## src/rtl/alu_iter.sv

```systemverilog
`default_nettype none
// +----------------------------------------------------------------------------+
// | alu_iter : multi-cycle ALU, nibble-serial binary/BCD add-sub, bit-serial   |
// |            shifts/rotates and shift-and-add unsigned multiply.             |
// | Revision : 1.0                                                             |
// +----------------------------------------------------------------------------+
module alu_iter #(
    parameter int W  = 16,
    parameter int CW = $clog2(W)
) (
    input  logic          clk,
    input  logic          rst,
    input  logic          en,
    input  logic          start,
    input  logic [3:0]    op,
    input  logic [1:0]    wsel,
    input  logic [W-1:0]  l,
    input  logic [W-1:0]  r,
    input  logic [CW-1:0] cnt,
    input  logic          ci,
    input  logic          vi,
    output logic          busy,
    output logic          done,
    output logic [W-1:0]  res,
    output logic [W-1:0]  resh,
    output logic          co,
    output logic          vo,
    output logic          so,
    output logic          zo
);

    typedef enum logic [1:0] {S_IDLE = 2'd0, S_RUN = 2'd1, S_FIN = 2'd2} state_t;
    localparam logic [5:0] c_w = 6'(W);

    function automatic logic [W-1:0] f_mask(input logic [5:0] aw);
        logic [W-1:0] m;
        for (int i = 0; i < W; i++) m[i] = (i < int'(aw));
        return m;
    endfunction

    function automatic logic [W-1:0] f_msb(input logic [5:0] aw);
        logic [W-1:0] m;
        for (int i = 0; i < W; i++) m[i] = (i == int'(aw) - 1);
        return m;
    endfunction

    state_t           r_state;
    logic [3:0]       r_op;
    logic [5:0]       r_aw, r_cnt;
    logic [2:0]       r_idx;
    logic [2*W-1:0]   r_x, r_acc;
    logic [W-1:0]     r_y;
    logic             r_c, r_v;

    logic [5:0]       w_aw_in, w_n_in;
    logic [W-1:0]     w_mask_in, w_mask, w_msb, w_xl;
    logic [3:0]       w_ln, w_rn, w_rn_b, w_nib;
    logic [4:0]       w_bin, w_bcd_s, w_bcd_d;
    logic             w_vstep, w_top;
    logic [2*W-1:0]   w_x_nx, w_acc_nx;
    logic [W-1:0]     w_y_nx;
    logic             w_c_nx, w_v_nx;

    logic [3:0]       w_f_op;
    logic [5:0]       w_f_aw;
    logic [W-1:0]     w_f_x, w_f_mask, w_f_msb, w_f_res, w_f_hi;
    logic [2*W-1:0]   w_f_acc;
    logic             w_f_c, w_f_v, w_f_co, w_f_so, w_f_zo, w_fin_go;

    always_comb begin
        case (wsel)
            2'd0:    w_aw_in = 6'd8;
            2'd1:    w_aw_in = 6'd16;
            default: w_aw_in = 6'd32;
        endcase
        if (w_aw_in > c_w) w_aw_in = c_w;
        w_mask_in = f_mask(w_aw_in);
        case (op)
            4'd0, 4'd1, 4'd2, 4'd3: w_n_in = w_aw_in >> 2;
            4'd4, 4'd5, 4'd6, 4'd7: w_n_in = 6'(cnt);
            4'd8:                   w_n_in = w_aw_in;
            default:                w_n_in = 6'd0;
        endcase
    end

    // One RUN step: next value of every working register
    always_comb begin
        w_mask   = f_mask(r_aw);
        w_msb    = f_msb(r_aw);
        w_ln     = r_x[3:0];
        w_rn     = r_y[3:0];
        w_rn_b   = r_op[0] ? ~w_rn : w_rn;
        w_bin    = {1'b0, w_ln} + {1'b0, w_rn_b} + {4'd0, r_c};
        w_bcd_s  = {1'b0, w_ln} + {1'b0, w_rn} + {4'd0, r_c};
        w_bcd_d  = {1'b0, w_ln} - {1'b0, w_rn} - {4'd0, ~r_c};
        w_vstep  = (w_ln[3] == w_rn_b[3]) && (w_bin[3] != w_ln[3]);
        w_xl     = r_x[W-1:0];
        w_top    = |(w_xl & w_msb);
        w_x_nx   = r_x;
        w_y_nx   = r_y;
        w_acc_nx = r_acc;
        w_c_nx   = r_c;
        w_v_nx   = r_v;
        w_nib    = 4'd0;
        case (r_op)
            4'd0, 4'd1: begin
                w_nib  = w_bin[3:0];
                w_c_nx = w_bin[4];
                w_v_nx = w_vstep;
            end
            4'd2: begin
                w_v_nx = w_vstep;
                if (w_bcd_s > 5'd9) begin
                    w_nib  = w_bcd_s[3:0] + 4'd6;
                    w_c_nx = 1'b1;
                end else begin
                    w_nib  = w_bcd_s[3:0];
                    w_c_nx = 1'b0;
                end
            end
            4'd3: begin
                w_v_nx = w_vstep;
                if (w_bcd_d[4]) begin
                    w_nib  = w_bcd_d[3:0] + 4'd10;
                    w_c_nx = 1'b0;
                end else begin
                    w_nib  = w_bcd_d[3:0];
                    w_c_nx = 1'b1;
                end
            end
            4'd4: begin
                w_c_nx = w_top;
                w_x_nx = {{W{1'b0}}, (w_xl << 1) & w_mask};
            end
            4'd5: begin
                w_c_nx = w_top;
                w_x_nx = {{W{1'b0}}, ((w_xl << 1) | {{(W-1){1'b0}}, r_c}) & w_mask};
            end
            4'd6: begin
                w_c_nx = w_xl[0];
                w_x_nx = {{W{1'b0}}, w_xl >> 1};
            end
            4'd7: begin
                w_c_nx = w_xl[0];
                w_x_nx = {{W{1'b0}}, (w_xl >> 1) | (r_c ? w_msb : {W{1'b0}})};
            end
            4'd8: begin
                w_acc_nx = r_y[0] ? r_acc + r_x : r_acc;
                w_x_nx   = r_x << 1;
                w_y_nx   = r_y >> 1;
            end
            default: ;
        endcase
        if (r_op <= 4'd3) begin
            w_acc_nx = r_acc | ({{(2*W-4){1'b0}}, w_nib} << {r_idx, 2'b00});
            w_x_nx   = r_x >> 4;
            w_y_nx   = r_y >> 4;
        end
    end

    // Result/flag formation; zero-step ops take their sources straight from the inputs
    always_comb begin
        if (r_state == S_IDLE) begin
            w_f_op  = op;
            w_f_aw  = w_aw_in;
            w_f_x   = l & w_mask_in;
            w_f_acc = '0;
            w_f_c   = ci;
            w_f_v   = vi;
        end else begin
            w_f_op  = r_op;
            w_f_aw  = r_aw;
            w_f_x   = w_x_nx[W-1:0];
            w_f_acc = w_acc_nx;
            w_f_c   = w_c_nx;
            w_f_v   = w_v_nx;
        end
        w_f_mask = f_mask(w_f_aw);
        w_f_msb  = f_msb(w_f_aw);
        w_f_hi   = '0;
        case (w_f_op)
            4'd0, 4'd1, 4'd2, 4'd3: w_f_res = w_f_acc[W-1:0] & w_f_mask;
            4'd4, 4'd5, 4'd6, 4'd7: w_f_res = w_f_x & w_f_mask;
            4'd8: begin
                w_f_res = w_f_acc[W-1:0] & w_f_mask;
                w_f_hi  = W'(w_f_acc >> w_f_aw) & w_f_mask;
            end
            default:                w_f_res = '0;
        endcase
        w_f_co   = (w_f_op == 4'd8) ? |w_f_hi : w_f_c;
        w_f_so   = (w_f_op == 4'd8) ? |(w_f_hi & w_f_msb) : |(w_f_res & w_f_msb);
        w_f_zo   = ~|(w_f_res | w_f_hi);
        w_fin_go = ((r_state == S_IDLE) && start && (w_n_in == 6'd0)) ||
                   ((r_state == S_RUN) && (r_cnt == 6'd0));
    end

    always_ff @(posedge clk) begin
        if (rst) begin
            r_state <= S_IDLE;
            busy    <= 1'b0;
            done    <= 1'b0;
            res     <= '0;
            resh    <= '0;
            co      <= 1'b0;
            vo      <= 1'b0;
            so      <= 1'b0;
            zo      <= 1'b0;
            r_op    <= '0;
            r_aw    <= '0;
            r_cnt   <= '0;
            r_idx   <= '0;
            r_x     <= '0;
            r_y     <= '0;
            r_acc   <= '0;
            r_c     <= 1'b0;
            r_v     <= 1'b0;
        end else if (en) begin
            if (w_fin_go) begin
                res  <= w_f_res;
                resh <= w_f_hi;
                co   <= w_f_co;
                vo   <= w_f_v;
                so   <= w_f_so;
                zo   <= w_f_zo;
            end
            case (r_state)
                S_IDLE: begin
                    done <= 1'b0;
                    if (start) begin
                        r_op  <= op;
                        r_aw  <= w_aw_in;
                        r_cnt <= w_n_in - 6'd1;
                        r_idx <= '0;
                        r_x   <= {{W{1'b0}}, l & w_mask_in};
                        r_y   <= r & w_mask_in;
                        r_acc <= '0;
                        r_c   <= ci;
                        r_v   <= vi;
                        busy  <= 1'b1;
                        if (w_n_in == 6'd0) begin
                            r_state <= S_FIN;
                            done    <= 1'b1;
                        end else begin
                            r_state <= S_RUN;
                        end
                    end
                end
                S_RUN: begin
                    r_x   <= w_x_nx;
                    r_y   <= w_y_nx;
                    r_acc <= w_acc_nx;
                    r_c   <= w_c_nx;
                    r_v   <= w_v_nx;
                    r_cnt <= r_cnt - 6'd1;
                    r_idx <= r_idx + 3'd1;
                    if (r_cnt == 6'd0) begin
                        r_state <= S_FIN;
                        done    <= 1'b1;
                    end
                end
                S_FIN: begin
                    r_state <= S_IDLE;
                    busy    <= 1'b0;
                    done    <= 1'b0;
                end
                default: r_state <= S_IDLE;
            endcase
        end
    end

endmodule
`default_nettype wire

```

## config.mk

```make
export PLATFORM = sky130hd
export DESIGN_NAME = alu_iter
export DESIGN_NICKNAME = d
export VERILOG_FILES = /design/src/rtl/alu_iter.sv
export SDC_FILE = /design/constraint.sdc
export NUM_CORES = 1
export LEC_CHECK = 0
export CORE_MARGIN = 2
export CORE_UTILIZATION = 60
export CTS_CLUSTER_DIAMETER = 40
export DETAILED_ROUTE_END_ITERATION = 7
export PLACE_DENSITY = 0.94
export RECOVER_POWER = 25
export SYNTH_ARGS = -nofsm -noshare
export SYNTH_HDL_FRONTEND = slang
export SYNTH_SLANG_ARGS = --single-unit
```

## constraint.sdc

```tcl
create_clock -name clk -period 5.3 [get_ports clk]
set_input_delay 0.795 -clock clk [delete_from_list [all_inputs] [get_ports clk]]
set_output_delay 0.795 -clock clk [all_outputs]
set_load 0.05 [all_outputs]
```

==> reports/metrics.yaml <==
yosys:
  synth_cell_types: 87
  netlist.area_leader.share: 0.252
  synth-seq-cells: 138
  yosysTopAreaCell: "dfxtp_1"
  ys_seq_area_frac: 0.252
  synth-edff-count: 0
  syn_area_per_cell_um2: 7.09
  synth_area_leaders: "dfxtp_1, a21oi_1, nor2_1, nand2_1, ha_1"
  synth-async-reset-ratio: 0
  syn_area_um2: 11000
  ys.flop_type: "dfxtp_1"
  synthCells: 1548
  synth_nets: 1659
  yosysWarnings: 0
clock_tree:
  clock_sinks: 138
  ctsResizeCount: 0
  htree_levels: 4
  cts_setup_buffers: 0
  cts_tree: "yes"
  clk_latency_ns: 0.44
  holdBufCountCts: 0
  cts_buffer_depth: 2
  clk_pin_slew_worst_paths_ns: 0.07
  cts-buffers-inserted: 17
  clk_root_buffer_cell: "clkbuf_16"
job:
  cap_viol_max_count: 1
floorplanning:
  start_util: 0.611
  dieWidth_um: 139
  die_area_um2: 19400
  pin_count: 86
  fp.dieH_um: 139
  fp-row-count: 49
  core_um2: 18000
pwr:
  p_per_area_nw_per_um2: 262
  p_leak_nw: 4.79
  peakVddDrop_v: 0.000259
place:
  place_ws_ns: 0.745
  globalplace.congestion: 1.05
  portBuffers: 85
  hpwl_um: 29100
drt:
  post_drt_wl_per_cell_um: 22.4
  dr.pass1.iters: 7
  drt_iter0_drc: 2480
  viasPerCell: 7.16
  drc: 0
  ant_nets: 0
  vias: 13000
  routed_wl_um: 40600
global_route:
  antenna_found_initial: 0
  grt_pass1_wl_um: 63500
  grt_max_degree: 102
  grt_pass1_vias: 11700
  overflow: 0
  track_usage: 0.405
worst_setup_path:
  ff2ff_setup_slack_ns: 0.49
  crit_start: "r_x[0]$_SDFFE_PP0P_"
  cp-start-kind: "flop"
  critPathMaxFanout: 7
  rr_worst_depth: 14
  end_kind: "flop"
  crit_path_end: "zo$_SDFFE_PP0P_"
  critPathKind: "flop to flop"
  cp.required_ns: 5.65
  timing.rr.start: "r_x[0]$_SDFFE_PP0P_"
  cp.arrival_ns: 5.16
  r2r_end: "zo$_SDFFE_PP0P_"
final_layout:
  area_growth_pct: 13.8
  diodes: 0
  drive_above_1_share: 0.0569
  final_common_cell: "nor2_1"
  final_nets: 1681
  layout_common_cells: "nor2_1, nand2_1, a21oi_1"
timing:
  worstMarginPinSlew_ns: 1.94
  rsz0062_at_grt: "false"
  relSlewSlack: -0.292
  fin_crit_sh: 0.908
  fmax_ghz: 0.208
  setup_viol: 0
  fin_skew_ns: 0.0144
  tns_ns: 0
  hold_violations: 0
  slew_viol_final: 37
  setup_slack_ns: 0.488
  finalCriticalPeriod_ns: 4.81
min_path:
  hold_class: "flop to flop"
status:
  status: "finished, violations left"
  violations: "capacitance limit, slew limit"
[stage by stage]
stage	area (um2)	power, mW	util	std cells	hold slack, ns
2_1_floorplan	11000	1.74	-	1548	0.440
5_1_grt	12500	3.38	0.695	1812	0.470
3_5_place_dp	11900	2.02	0.662	1780	0.450
3_3_place_gp	11900	2.00	0.662	1780	0.440
4_1_cts	12500	3.22	0.695	1812	0.458
6_report	12500	3.27	0.695	1812	0.452
[state kept, by name (all words and copies together) (netlist names), 2 cells and up]
name	count
r_acc	32
r_aw	3
r_cnt	6
r_idx	3
r_op	4
r_state	2
r_x	32
r_y	16
res	16
resh	16
[worst max-delay path, cell delays in order (launching register included)]
cell and delay (ns):
dfxtp_1 0.47, inv_1 0.16, fa_1 0.69, ha_1 0.28, xnor2_1 0.15, or3_1 0.18
o21ai_1 0.08, buf_4 0.19, a221oi_1 0.59, o31ai_1 0.20, a211o_1 0.30, or4_1 0.49
or4b_1 0.53, nand3b_1 0.20, o31ai_2 0.21
[area by class of cell]
| type | instances | area, um2 |
|---|---|---|
| clock buffers | 18 | 439 |
| clock inverters | 14 | 151 |
| fillers | 1465 | 5480 |
| inverters | 32 | 120 |
| multi-input cells | 1266 | 7650 |
| flip-flops and latches | 138 | 2760 |
| well taps | 229 | 287 |
| repair buffers | 115 | 1070 |
[worst min path at each step]
stage / start / slack (ns) / cells past startpoint / to
6_report: resh[0]$_SDFFE_PP0P_ / 0.45 / 2 / resh[0]$_SDFFE_PP0P_
3_5_place_dp: resh[0]$_SDFFE_PP0P_ / 0.45 / 2 / resh[0]$_SDFFE_PP0P_
2_1_floorplan: r_cnt[2]$_SDFFE_PP0P_ / 0.44 / 2 / r_cnt[2]$_SDFFE_PP0P_
5_1_grt: resh[0]$_SDFFE_PP0P_ / 0.47 / 2 / resh[0]$_SDFFE_PP0P_
4_1_cts: resh[0]$_SDFFE_PP0P_ / 0.46 / 2 / resh[0]$_SDFFE_PP0P_
3_3_place_gp: res[0]$_SDFFE_PP0P_ / 0.44 / 2 / res[0]$_SDFFE_PP0P_
[metal layers]
metal  wire [um]  vias up  GRT usage
li1            -     5759          -
met1       15600     5919      0.551
met2       17200     1085      0.612
met3        5770      203      0.106
met4        2020        0      0.166
met5           0        -          0
[kinds of logic (layout without fill, tap and decap cells)]
kind of cell             Yosys count  in the layout  share of synthesized area
buffers and inverters            144            179                     0.0516
adder cells (fa/ha/maj)           63             63                     0.0767
AND/OR/NAND/NOR                  637            637                      0.266
multiplexers                      18             18                     0.0168
XOR/XNOR                          34             34                     0.0285
flip-flops                       138            138                      0.252
AO/OA/AOI/OAI                    514            514                      0.308
[Yosys cell counts (22+ instances only)]
master    number
nor3_1        62
a31oi_1       29
clkbuf_1      96
nand3_1       58
inv_1         31
o211ai_1      22
nor2_1       204
a211oi_1      51
a21oi_1      169
nand2_1      191
ha_1          56
o21ai_0       74
dfxtp_1      138
[report_power, final]
| part | total, mW | internal [mW] | leakage, nW | switching, mW |
|---|---|---|---|---|
| logic | 0.882 | 0.312 | 3.39 | 0.569 |
| registers | 1.16 | 1.09 | 1.12 | 0.0793 |
| clock network | 1.23 | 0.679 | 0.286 | 0.547 |
| total | 3.27 | 2.08 | 4.79 | 1.20 |
No activity file was read; power rests on OpenSTA's default activity.
